$ cat config.mk
export PLATFORM = sky130hd
export DESIGN_NAME = mem_port_mux_flat
export DESIGN_NICKNAME = d
export VERILOG_FILES = /design/src/rtl/mem_port_mux_pkg.sv /design/src/rtl/mem_port_mux_if.sv /design/src/rtl/mem_port_mux_resp_id_fifo.sv /design/src/rtl/mem_port_mux.sv /design/src/flat_wrapper.sv
export SDC_FILE = /design/constraint.sdc
export NUM_CORES = 1
export LEC_CHECK = 0
export ABC_AREA = 1
export BUFFER_PORTS_ARGS = -buffer_cell sky130_fd_sc_hd__buf_4
export CORE_AREA = 2 2 243 245
export CTS_BUF_LIST = sky130_fd_sc_hd__clkbuf_8
export DETAILED_ROUTE_END_ITERATION = 16
export DIE_AREA = 0 0 245 247
export PLACE_DENSITY = 0.37
export REMOVE_ABC_BUFFERS = 1
export SLEW_MARGIN = 20
export SYNTH_ARGS = -nofsm -noshare
export SYNTH_HDL_FRONTEND = slang
export SYNTH_SLANG_ARGS = --single-unit
$ cat constraint.sdc
create_clock -name clk -period 3.5 [get_ports clk]
set_input_delay 0.35 -clock clk [delete_from_list [all_inputs] [get_ports clk]]
set_output_delay 0.35 -clock clk [all_outputs]
set_load 0.05 [all_outputs]
$ cat src/rtl/mem_port_mux_pkg.sv
`default_nettype none
// ============================================================================
// Module      : mem_port_mux_pkg
// Description : Shared state encoding and index-width helper for mem_port_mux.
// Revision    : 1.0 - initial release
// ============================================================================
package mem_port_mux_pkg;

    typedef enum logic [0:0] {
        IDLE  = 1'b0,
        BURST = 1'b1
    } state_t;

    // A single requester still needs a one-bit index to keep vectors legal.
    function automatic int idx_width(input int n);
        return (n > 1) ? $clog2(n) : 1;
    endfunction

endpackage
`default_nettype wire

$ cat src/rtl/mem_port_mux_if.sv
`default_nettype none
// ============================================================================
// Module      : mem_port_mux_if
// Description : Requester, response and shared memory-port signals of mem_port_mux.
// Revision    : 1.0 - initial release
// ============================================================================
interface mem_port_mux_if #(
    parameter int N  = 4,
    parameter int AW = 32,
    parameter int DW = 64
);
    logic [N-1:0]    req_valid;
    logic [N-1:0]    req_ready;
    logic [N*AW-1:0] req_addr;
    logic [N-1:0]    req_we;
    logic [N*DW-1:0] req_wdata;
    logic [N-1:0]    req_last;
    logic [N-1:0]    rsp_valid;
    logic [DW-1:0]   rsp_data;
    logic            mem_req_valid;
    logic            mem_req_ready;
    logic [AW-1:0]   mem_addr;
    logic            mem_we;
    logic [DW-1:0]   mem_wdata;
    logic            mem_rsp_valid;
    logic [DW-1:0]   mem_rsp_data;
    logic            err;

    modport slave (
        input  req_valid, req_addr, req_we, req_wdata, req_last,
        output req_ready, rsp_valid, rsp_data,
        output mem_req_valid, mem_addr, mem_we, mem_wdata,
        input  mem_req_ready, mem_rsp_valid, mem_rsp_data,
        output err
    );

    modport master (
        output req_valid, req_addr, req_we, req_wdata, req_last,
        input  req_ready, rsp_valid, rsp_data,
        input  mem_req_valid, mem_addr, mem_we, mem_wdata,
        output mem_req_ready, mem_rsp_valid, mem_rsp_data,
        input  err
    );
endinterface
`default_nettype wire

$ cat src/rtl/mem_port_mux_resp_id_fifo.sv
`default_nettype none
// ============================================================================
// Module      : resp_id_fifo
// Description : In-order FIFO of requester indices awaiting a memory response.
// Revision    : 1.0 - initial release
// ============================================================================
module resp_id_fifo #(
    parameter int WIDTH = 2,
    parameter int DEPTH = 4
) (
    input  wire logic             clk,
    input  wire logic             rstn,
    input  wire logic             push,
    input  wire logic             pop,
    input  wire logic [WIDTH-1:0] wdata,
    output logic                  full,
    output logic                  empty,
    output logic [WIDTH-1:0]      head
);
    localparam int c_PW = $clog2(DEPTH);

    logic [WIDTH-1:0] r_mem [DEPTH];
    logic [c_PW-1:0]  r_wr_ptr;
    logic [c_PW-1:0]  r_rd_ptr;
    logic [c_PW:0]    r_count;
    logic             w_push;
    logic             w_pop;

    // A full FIFO refuses a push even if the head leaves in the same cycle.
    assign w_push = push && !full;
    assign w_pop  = pop && !empty;
    assign full   = (r_count == (c_PW+1)'(DEPTH));
    assign empty  = (r_count == '0);
    assign head   = r_mem[r_rd_ptr];

    always_ff @(posedge clk or negedge rstn) begin
        if (!rstn) begin
            r_wr_ptr <= '0;
            r_rd_ptr <= '0;
            r_count  <= '0;
        end else begin
            if (w_push) begin
                r_wr_ptr <= r_wr_ptr + c_PW'(1);
            end
            if (w_pop) begin
                r_rd_ptr <= r_rd_ptr + c_PW'(1);
            end
            case ({w_push, w_pop})
                2'b10:   r_count <= r_count + (c_PW+1)'(1);
                2'b01:   r_count <= r_count - (c_PW+1)'(1);
                default: r_count <= r_count;
            endcase
        end
    end

    always_ff @(posedge clk) begin
        if (w_push) begin
            r_mem[r_wr_ptr] <= wdata;
        end
    end

endmodule
`default_nettype wire

$ cat src/rtl/mem_port_mux.sv
`default_nettype none
// ============================================================================
// Module      : mem_port_mux
// Description : Round-robin N:1 memory port mux with burst lock and in-order response routing.
// Revision    : 1.0 - initial release
// ============================================================================
module mem_port_mux
    import mem_port_mux_pkg::*;
#(
    parameter int N     = 4,
    parameter int AW    = 32,
    parameter int DW    = 64,
    parameter int DEPTH = 4
) (
    input  wire logic      clk,
    input  wire logic      rstn,
    mem_port_mux_if.slave  bus
);
    localparam int c_IW = idx_width(N);

    state_t          r_state;
    logic [c_IW-1:0] r_grant;
    logic [c_IW-1:0] r_last;
    logic            r_err;

    logic [c_IW-1:0] w_cand;
    logic [c_IW-1:0] w_rr_idx;
    logic            w_found;
    logic [c_IW-1:0] w_winner;
    logic            w_has_winner;
    logic            w_mem_req_valid;
    logic [N-1:0]    w_req_ready;
    logic            w_xfer;
    logic            w_fifo_full;
    logic            w_fifo_empty;
    logic [c_IW-1:0] w_head;
    logic            w_pop;
    logic [N-1:0]    w_rsp_valid;

    // Round-robin search starting just after the last requester served.
    always_comb begin
        w_cand   = '0;
        w_found  = 1'b0;
        w_rr_idx = '0;
        for (int k = 1; k <= N; k++) begin
            w_cand = c_IW'((int'(r_last) + k) % N);
            if (!w_found && bus.req_valid[w_cand]) begin
                w_rr_idx = w_cand;
                w_found  = 1'b1;
            end
        end
    end

    // Without a held grant and with nobody asking there is no winner at all.
    assign w_has_winner    = rstn && ((r_state == BURST) || w_found);
    assign w_winner        = (r_state == BURST) ? r_grant : w_rr_idx;
    assign w_mem_req_valid = w_has_winner && bus.req_valid[w_winner] && !w_fifo_full;
    assign w_xfer          = w_mem_req_valid && bus.mem_req_ready;

    always_comb begin
        w_req_ready = '0;
        if (w_has_winner) begin
            w_req_ready[w_winner] = bus.mem_req_ready && !w_fifo_full;
        end
    end

    assign bus.req_ready     = w_req_ready;
    assign bus.mem_req_valid = w_mem_req_valid;
    assign bus.mem_addr      = bus.req_addr[w_winner*AW +: AW];
    assign bus.mem_we        = bus.req_we[w_winner];
    assign bus.mem_wdata     = bus.req_wdata[w_winner*DW +: DW];

    assign w_pop = rstn && bus.mem_rsp_valid && !w_fifo_empty;

    always_comb begin
        w_rsp_valid = '0;
        if (w_pop) begin
            w_rsp_valid[w_head] = 1'b1;
        end
    end

    assign bus.rsp_valid = w_rsp_valid;
    assign bus.rsp_data  = bus.mem_rsp_data;
    assign bus.err       = r_err;

    resp_id_fifo #(
        .WIDTH (c_IW),
        .DEPTH (DEPTH)
    ) u_resp_id_fifo (
        .clk   (clk),
        .rstn  (rstn),
        .push  (w_xfer),
        .pop   (w_pop),
        .wdata (w_winner),
        .full  (w_fifo_full),
        .empty (w_fifo_empty),
        .head  (w_head)
    );

    always_ff @(posedge clk or negedge rstn) begin
        if (!rstn) begin
            r_state <= IDLE;
            r_grant <= '0;
            r_last  <= c_IW'(N-1);
            r_err   <= 1'b0;
        end else begin
            if (bus.mem_rsp_valid && w_fifo_empty) begin
                r_err <= 1'b1;
            end
            if (w_xfer) begin
                case (r_state)
                    IDLE: begin
                        if (bus.req_last[w_winner]) begin
                            r_last <= w_winner;
                        end else begin
                            r_state <= BURST;
                            r_grant <= w_winner;
                        end
                    end
                    BURST: begin
                        if (bus.req_last[w_winner]) begin
                            r_state <= IDLE;
                            r_last  <= w_winner;
                        end
                    end
                    default: r_state <= IDLE;
                endcase
            end
        end
    end

endmodule
`default_nettype wire

$ cat src/flat_wrapper.sv
// flat-port wrapper written by rule: the top's interface ports become plain ports
module mem_port_mux_flat import mem_port_mux_pkg::*;
#(
    parameter int N     = 4,
    parameter int AW    = 32,
    parameter int DW    = 64,
    parameter int DEPTH = 4
)
  (clk, rstn, bus_req_valid, bus_req_addr, bus_req_we, bus_req_wdata, bus_req_last, bus_req_ready, bus_rsp_valid, bus_rsp_data, bus_mem_req_valid, bus_mem_addr, bus_mem_we, bus_mem_wdata, bus_mem_req_ready, bus_mem_rsp_valid, bus_mem_rsp_data, bus_err);
  mem_port_mux_if #(.N(N), .AW(AW), .DW(DW)) bus_i ();
  input  wire logic clk;
  input  wire logic rstn;
  input wire logic [$bits(bus_i.req_valid)-1:0] bus_req_valid;
  input wire logic [$bits(bus_i.req_addr)-1:0] bus_req_addr;
  input wire logic [$bits(bus_i.req_we)-1:0] bus_req_we;
  input wire logic [$bits(bus_i.req_wdata)-1:0] bus_req_wdata;
  input wire logic [$bits(bus_i.req_last)-1:0] bus_req_last;
  output wire logic [$bits(bus_i.req_ready)-1:0] bus_req_ready;
  output wire logic [$bits(bus_i.rsp_valid)-1:0] bus_rsp_valid;
  output wire logic [$bits(bus_i.rsp_data)-1:0] bus_rsp_data;
  output wire logic [$bits(bus_i.mem_req_valid)-1:0] bus_mem_req_valid;
  output wire logic [$bits(bus_i.mem_addr)-1:0] bus_mem_addr;
  output wire logic [$bits(bus_i.mem_we)-1:0] bus_mem_we;
  output wire logic [$bits(bus_i.mem_wdata)-1:0] bus_mem_wdata;
  input wire logic [$bits(bus_i.mem_req_ready)-1:0] bus_mem_req_ready;
  input wire logic [$bits(bus_i.mem_rsp_valid)-1:0] bus_mem_rsp_valid;
  input wire logic [$bits(bus_i.mem_rsp_data)-1:0] bus_mem_rsp_data;
  output wire logic [$bits(bus_i.err)-1:0] bus_err;
  assign bus_i.req_valid = bus_req_valid;
  assign bus_i.req_addr = bus_req_addr;
  assign bus_i.req_we = bus_req_we;
  assign bus_i.req_wdata = bus_req_wdata;
  assign bus_i.req_last = bus_req_last;
  assign bus_req_ready = bus_i.req_ready;
  assign bus_rsp_valid = bus_i.rsp_valid;
  assign bus_rsp_data = bus_i.rsp_data;
  assign bus_mem_req_valid = bus_i.mem_req_valid;
  assign bus_mem_addr = bus_i.mem_addr;
  assign bus_mem_we = bus_i.mem_we;
  assign bus_mem_wdata = bus_i.mem_wdata;
  assign bus_i.mem_req_ready = bus_mem_req_ready;
  assign bus_i.mem_rsp_valid = bus_mem_rsp_valid;
  assign bus_i.mem_rsp_data = bus_mem_rsp_data;
  assign bus_err = bus_i.err;
  mem_port_mux #(.N(N), .AW(AW), .DW(DW), .DEPTH(DEPTH)) u_core (.clk(clk), .rstn(rstn), .bus(bus_i));
endmodule
==> results of run 1 <==
-- final cells by class --
class                   instances  area [um2]
fillers                      6781       49300
clock buffers                   3        41.3
inverters                      32         133
diodes                          3        7.51
clock inverters                 1        5.00
repair buffers                537        4270
well taps                     773         967
multi-input cells             536        2910
flip-flops and latches         21         568
-- sequential cells by signal, indices dropped and copies added (netlist names) --
name                            flops
u_core.bus.err                      1
u_core.r_grant                      2
u_core.r_last                       2
u_core.r_state                      1
u_core.u_resp_id_fifo.r_count       3
u_core.u_resp_id_fifo.r_mem         8
u_core.u_resp_id_fifo.r_rd_ptr      2
u_core.u_resp_id_fifo.r_wr_ptr      2
-- final timing paths --
path | startpoint | end | slack [ps] | cells past startpoint
hold reg to reg | u_core.bus.err | u_core.bus.err | 470 | 1
min in group asynchronous | rstn | u_core.bus.err | 480 | 2
max in group asynchronous | rstn | u_core.r_last[0] | 2770 | 2
setup reg to reg | u_core.r_last[0] | u_core.u_resp_id_fifo.r_count[2] | 330 | 21
setup / recovery | u_core.r_last[0] | bus_mem_wdata[38] | 170 | 16
hold / removal | bus_mem_rsp_valid | u_core.bus.err | 300 | 2
-- what timing repair did --
action	4_1_cts	5_1_grt
hold buffers	1	0
cloned	0	5
endpoints found under the hold margin	11	0
buffers inserted	0	11
endpoints found under the setup margin	4	91
pin swaps	0	4
gates resized for setup	2	25
-- stage by stage --
step	hold WS [ps]	worst slack, ps	util
4_1_cts	296	0.643	0.147
3_3_place_gp	225	248	0.146
2_1_floorplan	54.4	-237	-
3_5_place_dp	227	281	0.146
6_report	300	173	0.153
5_1_grt	307	-10.3	0.153
-- logic make-up (layout without fill, tap and decap cells) --
kind of cell,count (synthesis),count (layout),synth area share
AO/OA/AOI/OAI,111,111,0.221
buffers and inverters,139,573,0.206
flip-flops,21,21,0.131
other,0,3,0
adder cells (fa/ha/maj),6,6,0.0191
AND/OR/NAND/NOR,415,415,0.414
XOR/XNOR,4,4,0.00811
-- layer usage --
| metal | routed length, um | global-route usage | part of all wire | vias to the layer above |
|---|---|---|---|---|
| met5 | 391 | 0.0466 | 0.0087 | - |
| met4 | 232 | 0.0108 | 0.0052 | 8 |
| met3 | 7170 | 0.104 | 0.16 | 20 |
| met2 | 20500 | 0.215 | 0.46 | 425 |
| met1 | 16700 | 0.144 | 0.37 | 3287 |
| li1 | - | - | - | 3174 |
-- placed cells by master (no fill, tap or decap), drive strengths merged, types with 5 or more instances in the layout --
master  netlist  layout
nor3          6       6
clkbuf        3       8
buf         104     531
o21ai         8       8
nor2         19      19
inv          32      32
edfxtp        8       8
nand3       116     116
ha            5       5
dfrtp        11      11
nand2       272     272
a22oi        97      97
==> flow_summary_export.csv, run 1 <==
group,metric,value,unit
cells_and_area,layout-drive-gt1-share,0.533,
sta,slew-limit-headroom,0.736,
placed_design,dp_hpwl,37.1,mm
global_routing,grt_max_degree,52,
synthesis,synthArstFlopShare,0.619,
sta,skew,6.16,ps
cells_and_area,nets,1601,
synthesis,yosysMostFrequentCell,"nand2_1",
clock_network,path_clk_slew,90,ps
synthesis,yosysWarnings,0,
critical_path,critPathTopFamily,"simple AND/OR/NAND/NOR gates",
synthesis,synthTopCellsByCount,"nand2_1 (263), nand3_1 (114), a22oi_1 (67)",
critical_path,critPathRequiredTime,3150,ps
route,drt_wl_total,45.0,mm
clock_network,numCtsBuffers,3,
sta,hold_viol,0,
critical_path,crit_buf_inv,6,
sta,period_share,0.951,
clock_network,clock_latency,270,ps
placed_design,portBuffers,506,
synthesis,synthCells,696,
floorplanning,start_util,0.0742,
critical_path,crit_chain,"buf_4 -> nand2_1 -> nand2_2 -> nand2_1 -> nand2_2 -> inv_2 -> nand3_1 -> nand3_2 -> nand2_8 -> inv_2 -> nor2_4 -> buf_4 -> clkbuf_16 -> nand2_1 -> nand3_1 -> buf_4",
sta,max_freq,301,MHz
floorplanning,fp.dieH,247,um
sta,slew_violations,0,
clock_network,clockBufferDepth,2,
run,maxCapViolCount,0,
global_routing,antenna_found_initial,4,
placed_design,gp_congestion,0.796,
floorplanning,coreArea,0.0582,mm2
synthesis,synth_top_area_share,0.228,
critical_path,critPathCaptureType,"primary output",
synthesis,yosys.area.top_type,"nand2_1",
synthesis,syn_area,0.00432,mm2
synthesis,synth.area.top_cells,"nand2_1 (23%), nand3_1 (13%), a22oi_1 (12%), buf_4 (11%), a22oi_2 (8.7%)",
route,ant_nets,0,
route,viasPerCell,3.63,
synthesis,ys.flop_type,"dfrtp_1",
synthesis,synth.avg_cell_area,6.21,um2
critical_path,critPathSlowestCell,"dfstp_2",
synthesis,synth-edff-count,8,
sta,setup-tns-final,0,ps
floorplanning,dieArea,0.0605,mm2
sta,rsz0062_at_grt,"yes",
critical_path,cp-start-kind,"register",
global_routing,grt_pass1_vias,7136,
global_routing,grt.total_usage,0.135,
floorplanning,die_w,245,um
clock_network,cts-root-buf,"clkbuf_8",
sta,fin_crit,3330,ps
route,drt_iter0_drc,384,
route,drc,0,
clock_network,htreeDepth,1,
sta,setup_violations,0,
global_routing,grt_pass1_wl,57.5,mm
floorplanning,boundaryPins,635,
synthesis,seq_area_frac_synth,0.131,
global_routing,grt_remaining_overflow,0,
clock_network,cts_tree,"done",
outcome,status,"finished clean",
floorplanning,num_rows,89,
critical_path,cp_slowest_stage_delay,610,ps
cells_and_area,final_cells,1906,
route,wl_per_cell,23.6,um
placed_design,placed_cells,1882,
sta,tightest_slew,393,ps
critical_path,crit_type,"register to primary output",
cells_and_area,synthToLayoutAreaGrowth,106,%
cells_and_area,design_area,0.00890,mm2
synthesis,yosysUniqueCellTypes,33,
critical_path,path_max_fanout,25,
synthesis,ys_seq_elements,21,
clock_network,cts_sinks,21,
route,firstDrtPassIters,5,
hold_path,hold_class,"primary input to register",
critical_path,worstPathArrival,2980,ps
route,vias,6914,
placed_design,dpl_cell_area,0.00852,mm2
Power of run 1 is left out: the tool's default activity adds up to more than one toggle a clock period on the data nets, which glitch-free logic cannot reach.
==> run 2: changes to the inputs <==
--- a/config.mk
+++ b/config.mk
@@ -11,9 +11,9 @@
 export CTS_BUF_LIST = sky130_fd_sc_hd__clkbuf_8
 export DETAILED_ROUTE_END_ITERATION = 16
 export DIE_AREA = 0 0 245 247
-export PLACE_DENSITY = 0.37
 export REMOVE_ABC_BUFFERS = 1
 export SLEW_MARGIN = 20
 export SYNTH_ARGS = -nofsm -noshare
 export SYNTH_HDL_FRONTEND = slang
 export SYNTH_SLANG_ARGS = --single-unit
+export TNS_END_PERCENT = 10
==> flow_summary_export.csv, run 2 (synthesized netlist as in run 1, its figures left out) <==
group,metric,value,unit
outcome,status,"finished clean",
cells_and_area,layout-drive-gt1-share,0.521,
floorplanning,start_util,0.0742,
cells_and_area,final_cell_mix,"buf_4 (508), nand2_1 (263), nand3_1 (114), a22oi_1 (67), a22oi_2 (30)",
sta,skew,6.17,ps
clock_network,clockBufferDepth,2,
sta,period_share,0.948,
global_routing,antenna_found_initial,17,
cells_and_area,synthToLayoutAreaGrowth,101,%
cells_and_area,final_cells,1896,
critical_path,crit_path_frequent_cell,"nand2_1",
critical_path,critPathCaptureType,"primary output",
hold_path,whs_path_depth,2,
route,drt_wl_total,40.8,mm
clock_network,clock_latency,270,ps
critical_path,r2r_end,"u_core.u_resp_id_fifo.r_count[2]",
sta,hold_viol,0,
clock_network,numCtsBuffers,3,
critical_path,reg2reg_setup_slack,430,ps
placed_design,portBuffers,506,
route,wl_per_cell,21.5,um
route,ant_nets,0,
critical_path,crit_path_start,"u_core.r_last[0]",
sta,fin_crit,3320,ps
cells_and_area,nets,1586,
sta,setup-tns-final,0,ps
critical_path,path_max_fanout,43,
sta,slew_violations,0,
critical_path,crit_chain,"buf_4 -> nand2_1 -> nand3_1 -> nand2_1 -> nor2_4 -> nand3b_1 -> nand2_1 -> inv_2 -> nand2_2 -> nand2_8 -> inv_4 -> nor2_4 -> buf_12 -> a22oi_1 -> nand3_1 -> buf_4",
sta,setup_violations,0,
cells_and_area,top_regs,"u_core.u_resp_id_fifo.r_mem: 8 flops, u_core.u_resp_id_fifo.r_count: 3 flops",
clock_network,htreeDepth,1,
placed_design,dp_hpwl,34.8,mm
clock_network,cts_tree,"done",
global_routing,grt_pass1_wl,52.0,mm
critical_path,worstPathArrival,2970,ps
floorplanning,boundaryPins,635,
clock_network,cts-root-buf,"clkbuf_8",
critical_path,cp-start-kind,"register",
critical_path,crit_buf_inv,5,
placed_design,gp_congestion,0.879,
critical_path,critPathRequiredTime,3150,ps
floorplanning,num_rows,89,
route,viasPerCell,3.62,
critical_path,critPathSlowestCell,"dfstp_2",
critical_path,critPathTopFamily,"simple AND/OR/NAND/NOR gates",
route,vias,6857,
critical_path,crit_type,"register to primary output",
floorplanning,dieArea,0.0605,mm2
critical_path,cp_slowest_stage_delay,640,ps
sta,tightest_slew,463,ps
cells_and_area,largest_reg_flops,8,
clock_network,path_clk_slew,80,ps
hold_path,hold_class,"primary input to register",
global_routing,grt.total_usage,0.124,
cells_and_area,nFillCells,6762,
critical_path,r2r_start,"u_core.r_last[0]",
critical_path,r2r_cells,22,
cells_and_area,largest-register,"u_core.u_resp_id_fifo.r_mem",
placed_design,placed_cells,1880,
global_routing,grt_max_degree,55,
floorplanning,fp.dieH,247,um
global_routing,grt_remaining_overflow,0,
cells_and_area,final_common_cell,"buf_4",
hold_path,hold_start,"bus_mem_rsp_valid",
sta,rsz0062_at_grt,"yes",
floorplanning,die_w,245,um
route,drt_iter0_drc,446,
clock_network,cts_sinks,21,
floorplanning,coreArea,0.0582,mm2
sta,slew-limit-headroom,0.691,
hold_path,min_to,"u_core.bus.err",
sta,max_freq,301,MHz
sta,hold_slack,293,ps
run,maxCapViolCount,0,
route,firstDrtPassIters,5,
route,drc,0,
global_routing,grt_pass1_vias,6545,
run 2: cell count changes in the layout (fill, tap and decap cells not counted), moves of 3 or more:
cell | previous run | this run
buf_4 | 514 | 508
buf_6 | 9 | 3
diode_2 | 3 | 8
clkbuf_16 | 5 | 1
a22oi_1 | 64 | 67
a22oi_2 | 33 | 30
buf_12 | 5 | 8
nand3_2 | 4 | 1
run 2: worst register-to-register path, stage by stage (launching register included):
cell and delay [ps]:
dfstp_2 640, inv_4 80, nand2_1 60, nand2_1 90, nand2_2 90, nand2_1 80
inv_2 80, nand2_1 50, nand2_1 50, nand2_1 50, nand2_1 70, nand2_2 90
nand2_8 130, inv_4 70, nand2_1 80, nand2_2 80, nand2_4 130, ha_1 160
inv_1 70, fa_1 430, a21oi_1 140, o21ai_0 110, xor2_1 150
run 2: worst max-delay path by stage:
stage	endpoint	slack, ps	depth (start not counted)
floorplan	bus_mem_addr[0]	-240	16
global placement	bus_mem_wdata[40]	320	18
detailed placement	bus_mem_wdata[40]	280	18
CTS	bus_mem_wdata[44]	60	17
global route	bus_mem_wdata[40]	-70	17
finish	bus_mem_wdata[44]	180	16
run 2: timing repair:
item | in CTS | in global routing
gates resized for setup | 1 | 9
pin swaps | 0 | 1
setup buffers | 0 | 2
endpoints found under the setup margin | 2 | 83
cloned | 0 | 1
endpoints found under the hold margin | 11 | 0
hold buffers | 1 | 0
run 2: routing by layer:
layer,GRT usage,vias up,wire (um),share of wire
met2,0.181,526,17000,0.42
met4,0.0170,22,565,0.014
met5,0.0539,-,539,0.013
met1,0.131,3104,14800,0.36
li1,-,3149,-,-
met3,0.112,56,7830,0.19
run 2: cell type report:
class | instances | area [um2] | area share
repair buffers | 522 | 4070 | 0.468
multi-input cells | 536 | 2890 | 0.333
well taps | 773 | 967 | 0.111
flip-flops and latches | 21 | 568 | 0.0653
inverters | 32 | 133 | 0.0153
clock buffers | 3 | 41.3 | 0.00475
diodes | 8 | 20.0 | 0.00230
clock inverters | 1 | 3.75 | 0.000432
run 2: stage by stage:
step	utilization	setup WS (ps)	area (um2)
final	0.149	181	8690
after detailed placement	0.146	279	8530
after global placement	0.146	321	8530
after global routing	0.149	-71.5	8690
after CTS	0.147	62.5	8580
after floorplan	-	-237	3550
Power of run 2 is left out for the same reason.
